### config.mk
export PLATFORM = sky130hd
export DESIGN_NAME = bus_slave_resp_mux
export DESIGN_NICKNAME = d
export VERILOG_FILES = /design/src/rtl/bus_slave_resp_mux_pkg.sv /design/src/rtl/bus_slave_sel_enc.sv /design/src/rtl/bus_slave_resp_mux.sv
export SDC_FILE = /design/constraint.sdc
export NUM_CORES = 1
export LEC_CHECK = 0
export BUFFER_PORTS_ARGS = -buffer_cell sky130_fd_sc_hd__buf_2
export CORE_AREA = 2 2 122 124
export DETAILED_ROUTE_END_ITERATION = 10
export DIE_AREA = 0 0 124 126
export GPL_TIMING_DRIVEN = 0
export PLACE_DENSITY = 0.68
export SLEW_MARGIN = 20
export SYNTH_ARGS = -nofsm -noshare
export SYNTH_HDL_FRONTEND = slang
export SYNTH_SLANG_ARGS = --single-unit
### constraint.sdc
create_clock -name clk -period 2.6 [get_ports clk]
set_clock_uncertainty 0.2 [all_clocks]
set_input_delay 0.13 -clock clk [delete_from_list [all_inputs] [get_ports clk]]
set_output_delay 0.13 -clock clk [all_outputs]
set_load 0.02 [all_outputs]
### src/rtl/bus_slave_resp_mux_pkg.sv
// Shared definitions for the slave response multiplexer: active-low level names,
// default word width and the FSM state encoding.
package bus_slave_resp_mux_pkg;

  localparam logic ENABLE_N    = 1'b0;
  localparam logic DISABLE_N   = 1'b1;
  localparam int   WORD_DATA_W = 32;

  typedef enum logic {
    ST_IDLE = 1'b0,
    ST_WAIT = 1'b1
  } state_e;

endpackage

### src/rtl/bus_slave_sel_enc.sv
// Lowest-index priority encoder: picks the lowest set bit of req and flags
// whether any bit was set.
module bus_slave_sel_enc
  import bus_slave_resp_mux_pkg::*;
#(
  parameter int N = 8
) (
  input  logic [N-1:0]         req,
  output logic [$clog2(N)-1:0] idx,
  output logic                 valid
);

  // Scanning downward lets the lowest set bit overwrite any higher one.
  always_comb begin
    idx   = '0;
    valid = 1'b0;
    for (int i = N - 1; i >= 0; i--) begin
      if (req[i]) begin
        idx   = ($clog2(N))'(i);
        valid = 1'b1;
      end
    end
  end

endmodule

### src/rtl/bus_slave_resp_mux.sv
// Routes one selected slave's read response back to the master, with
// decode-error and timeout bus errors; all master-side outputs are registered.
module bus_slave_resp_mux
  import bus_slave_resp_mux_pkg::*;
#(
  parameter int SLAVE_NUM = 8,
  parameter int DATA_W    = WORD_DATA_W,
  parameter int TIMEOUT   = 255
) (
  input  logic                        clk,
  input  logic                        reset,
  input  logic                        mAs_,
  input  logic [SLAVE_NUM-1:0]        sCS_,
  input  logic [SLAVE_NUM*DATA_W-1:0] sRdData,
  input  logic [SLAVE_NUM-1:0]        sRdy_,
  output logic [DATA_W-1:0]           mRdData,
  output logic                        mRdy_,
  output logic                        busErr,
  output state_e                      dbg_state
);

  localparam int SEL_W = $clog2(SLAVE_NUM);
  localparam int CNT_W = $clog2(TIMEOUT + 1);
  localparam logic [CNT_W-1:0] CNT_LAST = CNT_W'(TIMEOUT - 1);

  // Handshake: a master access starts on any cycle mAs_ is sampled low in IDLE;
  // the response is exactly one cycle of mRdy_ low, with busErr and mRdData valid
  // only in that cycle. Slave ready is sampled only for the latched selection.
  state_e              state_q, state_d;
  logic [SEL_W-1:0]    sel_q, sel_d;
  logic [CNT_W-1:0]    cnt_q, cnt_d;
  logic                mrdy_q, mrdy_d;
  logic                buserr_q, buserr_d;
  logic [DATA_W-1:0]   mrddata_q, mrddata_d;

  logic [SEL_W-1:0]    enc_idx;
  logic                enc_valid;
  logic [DATA_W-1:0]   sel_data;

  bus_slave_sel_enc #(
    .N (SLAVE_NUM)
  ) u_sel_enc (
    .req   (~sCS_),
    .idx   (enc_idx),
    .valid (enc_valid)
  );

  assign sel_data = sRdData[sel_q*DATA_W +: DATA_W];

  always_comb begin
    state_d   = state_q;
    sel_d     = sel_q;
    cnt_d     = cnt_q;
    mrdy_d    = DISABLE_N;
    buserr_d  = 1'b0;
    mrddata_d = '0;
    case (state_q)
      ST_IDLE: begin
        if (mAs_ == ENABLE_N) begin
          if (enc_valid) begin
            sel_d   = enc_idx;
            cnt_d   = '0;
            state_d = ST_WAIT;
          end else begin
            mrdy_d   = ENABLE_N;
            buserr_d = 1'b1;
          end
        end
      end
      ST_WAIT: begin
        // Ready is tested before the timeout so a late ready still wins.
        if (sRdy_[sel_q] == ENABLE_N) begin
          mrdy_d    = ENABLE_N;
          mrddata_d = sel_data;
          state_d   = ST_IDLE;
        end else if (cnt_q == CNT_LAST) begin
          mrdy_d   = ENABLE_N;
          buserr_d = 1'b1;
          state_d  = ST_IDLE;
        end else begin
          cnt_d = cnt_q + 1'b1;
        end
      end
      default: state_d = ST_IDLE;
    endcase
  end

  always_ff @(posedge clk or posedge reset) begin
    if (reset) begin
      state_q   <= ST_IDLE;
      sel_q     <= '0;
      cnt_q     <= '0;
      mrdy_q    <= DISABLE_N;
      buserr_q  <= 1'b0;
      mrddata_q <= '0;
    end else begin
      state_q   <= state_d;
      sel_q     <= sel_d;
      cnt_q     <= cnt_d;
      mrdy_q    <= mrdy_d;
      buserr_q  <= buserr_d;
      mrddata_q <= mrddata_d;
    end
  end

  assign mRdData   = mrddata_q;
  assign mRdy_     = mrdy_q;
  assign busErr    = buserr_q;
  assign dbg_state = state_q;

endmodule

==> results of run 1 <==
[area by class of cell]
cell class | instances | area share (%)
multi-input cells | 201 | 41.6
repair buffers | 315 | 28.3
flip-flops and latches | 46 | 20.1
well taps | 184 | 4.03
plain buffers | 23 | 2.71
clock buffers | 7 | 2.32
clock inverters | 1 | 0.525
inverters | 6 | 0.394
diodes | 1 | 0.0438
[metrics by stage]
step                      utilization [%]  instances  power, W  setup WS [ns]  cell area (µm²)
after floorplan                         -        276   0.00354          0.778             3710
after global placement               38.3        769   0.00449          0.463             5480
after detailed placement             38.5        770   0.00452          0.468             5500
after CTS                            39.9        783   0.00528          0.461             5720
after global routing                 40.0        784   0.00556          0.399             5720
final                                40.0        784   0.00519          0.526             5720
[final timing paths]
path | startpoint | end | slack [ns] | depth (start not counted)
setup / recovery | sel_q[0] | mRdData[21] | 0.53 | 6
min in group asynchronous | reset | mRdData[6] | 0.22 | 3
hold reg to reg | cnt_q[7] | cnt_q[7] | 0.32 | 1
max in group asynchronous | reset | mRdy_ | 1.39 | 4
hold / removal | sCS_[3] | sel_q[0] | 0.08 | 4
setup reg to reg | sel_q[0] | mRdData[21] | 0.53 | 6
[what timing repair did]
action / in CTS / in global routing
hold buffers: 5 / 0
setup endpoints to repair: 0 / 0
hold endpoints to repair: 26 / 0
[where the power goes]
group / switching (W) / total, W / leakage, nW / internal, W
Combinational: 0.00174 / 0.00338 / 2.19 / 0.00164
Clock: 0.000276 / 0.000731 / 0.0781 / 0.000455
Sequential: 0.000103 / 0.00108 / 0.617 / 0.000982
Total: 0.00212 / 0.00519 / 2.88 / 0.00307
[routing by layer]
metal	up-vias	GRT usage, %	part of all wire (%)
met5	-	0	0.087
met4	2	4.89	2.0
met3	21	4.66	7.1
met2	173	32.8	52
met1	1891	23.4	39
li1	1742	-	-
[cell usage in the layout, fill, tap and decap left out, types with 2 or more instances in the layout]
cell type / instances
a211o_1: 2
a21o_1: 2
a21oi_1: 2
and3_1: 2
and4_1: 2
buf_1: 2
buf_2: 319
buf_6: 7
clkbuf_1: 5
clkbuf_16: 5
dfrtp_1: 45
dlygate4sd3_1: 5
ha_1: 2
inv_1: 4
inv_2: 2
mux2i_1: 35
mux4_2: 64
nand2_1: 12
nand3_1: 5
nor2_1: 38
nor2b_1: 3
nor3_1: 4
o21ai_0: 8
[worst register-to-register path, cell delays in order, from the launching register on]
cell	delay (ns)
dfrtp_1	0.34
buf_6	0.14
buf_6	0.20
buf_6	0.22
mux4_2	0.54
mux2i_1	0.26
nor2_1	0.06
[logic make-up after synthesis]
| logic type | Yosys count |
|---|---|
| mux | 100 |
| simple gates | 72 |
| flops | 46 |
| buf+inv | 29 |
| compound gates | 27 |
| fa+ha+maj | 2 |
[sequential cells by signal, summed over array words and instances, names as in the netlist]
name / cells
busErr: 1
sel_q: 3
cnt_q: 8
mRdData: 32
dbg_state: 1
mRdy_: 1
==> flow_metrics.py, run 1 <==
metrics = {
    "status": {
        "status": "complete, no violations",
    },
    "sta": {
        "slew_violations": 0,
        "tightest_slew_ns": 0.910,
        "fmax_mhz": 482,
        "holdWs_ns": 0.0792,
        "hold_viol_final": 0,
        "setup_viol": 0,
        "timing.final.crit_share_pct": 79.8,
        "rsz0062_at_grt": "no",
        "slew_headroom_pct": 39.3,
        "period_needed_ns": 2.07,
        "final.setup.tns_ns": 0,
    },
    "cells_and_area": {
        "fin_nets": 875,
        "ff_latch_area_um2": 1150,
        "layout-drive-gt1-share_pct": 68.3,
        "area_growth_pct": 54.3,
        "multi_input_area_um2": 2380,
        "nFillCells": 1470,
    },
    "drt": {
        "drtAntennaViolNets": 0,
        "first_iter_violations": 158,
        "wirelength_um": 15000,
        "wl_per_cell_um": 19.1,
        "vias_per_cell": 4.88,
        "first_pass_iters": 6,
        "vias": 3829,
        "drcViolationCount": 0,
    },
    "floorplan": {
        "placementRows": 44,
        "ios": 310,
        "die_area_um2": 15600,
        "die_h_um": 126,
        "die_w_um": 124,
        "initial_core_util_pct": 25.9,
        "core_area_um2": 14300,
    },
    "worst_setup_path": {
        "crit_type": "reg -> reg",
        "critPathLaunchType": "flop",
        "critical_path_peak_fanout": 10,
        "slowest_stage": "mux4_2",
        "path_cells": "buf_6 > buf_6 > buf_6 > mux4_2 > mux2i_1 > nor2_1",
        "crit_family": "multiplexers",
        "worstPathArrival_ns": 2.05,
        "endpoint_kind": "flop",
        "cpMostUsedCell": "buf_6",
        "cp_slowest_stage_delay_ns": 0.54,
        "critPathBufInv": 3,
        "cp_data_required_time_ns": 2.58,
    },
    "synth": {
        "synth_edf_count": 0,
        "synth_top_area_share_pct": 38.9,
        "synthAdderAreaFrac_pct": 0.675,
        "synth_top_family_by_area": "multiplexers",
        "synth-compound-area-share_pct": 5.84,
        "synth_xor_xnor_area_share_pct": 0,
        "ys_top_cells_by_count": "mux4_2 (64), dfrtp_1 (45), nor2_1 (38), mux2i_1 (35), nand2_1 (12)",
        "ys_ff_latch": 46,
        "ys_seq_area_share_pct": 31.1,
        "synth.avg_cell_area_um2": 13.4,
        "synth_ff_type": "dfrtp_1",
        "synth_fp_nets": 553,
        "yosys.area_share.simple_pct": 8.88,
        "synth.distinct_cells": 43,
        "synthMuxAreaShare_pct": 48.7,
        "synth.most_common_cell": "mux4_2",
        "yosysTopAreaCell": "mux4_2",
        "synthArstFlopShare_pct": 100,
        "synthTopCellsByArea": "mux4_2 (39%), dfrtp_1 (30%), mux2i_1 (9.4%), nor2_1 (3.8%), buf_6 (2.1%)",
        "syn_area_um2": 3710,
        "netlist_instances": 276,
        "ys_warn_count": 0,
    },
    "grt": {
        "grt_pass1_wl_um": 22100,
        "grt_pass1_vias": 4088,
        "antenna_found_initial": 3,
        "grt_max_degree": 26,
        "globalRouteOverflowTotal": 0,
        "grt_usage_pct": 18.9,
    },
    "clock_tree": {
        "path_clk_slew_ns": 0.06,
        "cts-root-buf": "clkbuf_16",
        "h-tree-depth": 2,
        "postCtsSetupBuffers": 0,
        "cts_resized": 0,
        "clockBufferDepth": 2,
        "cts_num_sinks": 46,
        "cts_tree": "done",
        "clkLatencyLatePin_ns": 0.29,
        "numCtsBuffers": 5,
    },
    "place": {
        "io_buffers": 309,
        "gp_congestion": 0.821,
        "place_hpwl_um": 12800,
    },
    "power": {
        "ir_drop_uv": 486,
        "p_leak_nw": 2.88,
        "p_per_area_nw_per_um2": 908,
    },
    "worst_hold_path": {
        "hp-class": "in -> reg",
    },
    "run": {
        "maxCapViolations": 0,
    },
}
Power figures use the tool's default switching activity.
==> run 2: changes to the inputs <==
Settings changed: ABC_AREA set to 1, CORE_AREA 2 2 122 124 to 2 2 121 123, DIE_AREA 0 0 124 126 to 0 0 123 125, PLACE_DENSITY 0.68 to 0.71.
Clock period 2.6 ns to 2.1 ns, I/O delays scaled along.
==> run 2 against run 1 <==
Net effect: total power is 47% higher; non-clock buffer count is 33 higher; synthesized cell count is 130% higher; combinational power is 58% higher; worst hold slack worse by 0.072 ns; count of clock-buffer cells in the layout is 2 lower; via count is 54% higher; sequential power is 31% higher; critical path depth stayed put; utilization is 2.5 points higher; highest routed layer unchanged.
==> flow_metrics.py, run 2 <==
metrics = {
    "status": {
        "status": "complete, no violations",
    },
    "sta": {
        "slew_violations": 0,
        "tightest_slew_ns": 0.639,
        "holdWs_ns": 0.00700,
        "period_needed_ns": 2.01,
        "timing.final.crit_share_pct": 95.9,
        "fmax_mhz": 497,
        "rsz0062_at_grt": "no",
        "layout_setup_ws_ns": 0.0861,
        "hold_viol_final": 0,
        "setup_viol": 0,
        "slew_headroom_pct": 57.4,
    },
    "grt": {
        "grt_pass1_wl_um": 29800,
        "grt_pass1_vias": 5611,
        "grt_usage_pct": 25.4,
        "globalRouteOverflowTotal": 0,
        "antenna_found_initial": 5,
        "grt_max_degree": 30,
    },
    "synth": {
        "ys_warn_count": 0,
        "ys_ff_latch": 46,
        "syn_area_um2": 3980,
        "netlist_instances": 648,
        "synthArstFlopShare_pct": 100,
        "synth.most_common_cell": "nor2_1",
        "synth_edf_count": 0,
        "ys_seq_area_share_pct": 28.9,
        "synth.distinct_cells": 27,
        "synth_ff_type": "dfrtp_1",
        "synth.avg_cell_area_um2": 6.14,
        "ys_top_cells_by_count": "nor2_1 (137), o21ai_0 (123), nand2_1 (118), o22ai_1 (64), dfrtp_1 (45)",
        "yosysTopAreaCell": "dfrtp_1",
        "synth_top_area_share_pct": 28.3,
        "synthTopCellsByArea": "dfrtp_1 (28%), o21ai_0 (15%), nor2_1 (13%), nand2_1 (11%), o22ai_1 (10%)",
        "synth_fp_nets": 925,
    },
    "drt": {
        "drtAntennaViolNets": 0,
        "drcViolationCount": 0,
        "first_iter_violations": 477,
        "first_pass_iters": 7,
        "vias": 5900,
        "wirelength_um": 20300,
        "wl_per_cell_um": 17.5,
        "vias_per_cell": 5.09,
    },
    "place": {
        "post-place-ws_ns": -0.0992,
        "io_buffers": 309,
        "place_hpwl_um": 15700,
        "gp_congestion": 0.915,
    },
    "worst_setup_path": {
        "slowest_stage": "dfrtp_1",
        "critical_path_peak_fanout": 10,
        "cp_data_required_time_ns": 2.11,
        "crit_start": "sel_q[1]",
        "critPathLaunchType": "flop",
        "crit_type": "reg -> reg",
        "reg2reg_from": "sel_q[1]",
        "path_cells": "buf_2 > clkbuf_2 > o21ai_0 > o22ai_1 > nand2_1 > a21oi_1",
        "endpoint_kind": "flop",
        "worstPathArrival_ns": 2.02,
        "cp_slowest_stage_delay_ns": 0.45,
    },
    "floorplan": {
        "ios": 310,
        "initial_core_util_pct": 28.0,
        "die_w_um": 123,
        "die_h_um": 125,
        "placementRows": 44,
        "die_area_um2": 15400,
        "core_area_um2": 14200,
    },
    "power": {
        "internal_power_w": 0.00344,
        "p_sw_w": 0.00418,
        "p_per_area_nw_per_um2": 1260,
        "swShare_pct": 54.9,
        "power.share.clock_pct": 11.4,
        "seqPwrFrac_pct": 18.6,
        "p_leak_nw": 3.18,
        "p_comb_share_pct": 70.0,
        "ir_drop_uv": 509,
    },
    "clock_tree": {
        "h-tree-depth": 2,
        "clkLatencyLatePin_ns": 0.30,
        "path_clk_slew_ns": 0.08,
        "numCtsBuffers": 5,
        "cts-root-buf": "clkbuf_16",
        "clockBufferDepth": 2,
        "cts_num_sinks": 46,
        "cts_tree": "done",
    },
    "cells_and_area": {
        "fin_nets": 1248,
        "area_growth_pct": 51.3,
        "ff_latch_area_um2": 1150,
        "layout-drive-gt1-share_pct": 38.2,
        "nFillCells": 1552,
        "multi_input_area_um2": 2440,
        "layout_commonest_cell": "buf_2",
        "largest_reg_flops": 32,
        "final_cell_mix": "buf_2 (321), nor2_1 (137), o21ai_0 (123), nand2_1 (117), o22ai_1 (64)",
    },
    "worst_hold_path": {
        "worstHoldStart": "sRdData[15]",
        "hp-class": "in -> reg",
    },
    "run": {
        "maxCapViolations": 0,
    },
}
-- run 2: worst paths after layout --
path	to	slack, ns	cells after the start
min	mRdData[15]	0.007	5
min in group asynchronous	mRdData[9]	0.16	3
max in group asynchronous	mRdy_	0.95	4
max	mRdData[0]	0.09	6
min reg2reg	cnt_q[7]	0.32	2
max reg2reg	mRdData[0]	0.09	6
-- run 2: per-stage QoR --
| stage | cell area (µm²) | std cells | TNS (ns) | utilization (%) | total power, W |
|---|---|---|---|---|---|
| 6_report | 6020 | 1160 | 0 | 42.4 | 0.00762 |
| 5_1_grt | 6020 | 1159 | 0 | 42.4 | 0.00822 |
| 4_1_cts | 6000 | 1156 | 0 | 42.2 | 0.00759 |
| 3_5_place_dp | 5780 | 1142 | -0.370 | 40.7 | 0.00668 |
| 3_3_place_gp | 5760 | 1141 | -2.16 | 40.5 | 0.00665 |
| 2_1_floorplan | 3980 | 648 | 0 | - | 0.00480 |
-- run 2: timing repair --
action | 4_1_cts | 5_1_grt
setup buffers | 0 | 0
hold endpoints to repair | 50 | 0
endpoints found under the setup margin | 13 | 36
pin swaps | 0 | 0
hold buffers | 6 | 0
resized for setup | 5 | 19
-- run 2: kinds of logic (layout without fill, tap and decap cells) --
kind of cell / after synthesis / count (layout) / synth area share (%)
AOI/OAI and AO/OA: 237 / 237 / 32.8
adders and majority gates: 2 / 2 / 0.628
buffers and inverters: 83 / 407 / 9.90
DFF: 46 / 46 / 28.9
other: 0 / 4 / 0
and+or+nand+nor: 280 / 280 / 27.7
-- run 2: metal layers --
layer / global-route usage, % / vias to the layer above / part of all wire (%)
met2: 45.4 / 306 / 49
li1: - / 2851 / -
met1: 29.7 / 2705 / 40
met4: 8.22 / 2 / 2.7
met3: 5.47 / 36 / 8.5
met5: 0 / - / 0.049
-- run 2: power groups by stage --
stage	clock network (W)	registers, W	logic (W)
floorplan	0	0.00183	0.00297
global placement	0	0.00142	0.00523
detailed placement	0	0.00142	0.00526
CTS	0.000889	0.00141	0.00529
global route	0.000923	0.00144	0.00585
finish	0.000867	0.00142	0.00533
-- run 2: area by class of cell --
cell class	count	area share, %
Clock inverter	3	0.436
Multi-Input combinational cell	519	40.5
Antenna cell	4	0.166
Tap cell	184	3.82
Inverter	28	1.83
Clock buffer	5	2.08
Sequential cell	46	19.1
Timing Repair Buffer	316	27.0
Buffer	55	5.09
-- run 2: critical path: cells and delay by family, from the launching register on --
family	cells	cell delay, ns
AOI/OAI and AO/OA	3	0.57
and+or+nand+nor	1	0.07
DFF	1	0.45
buffers and inverters	2	0.61
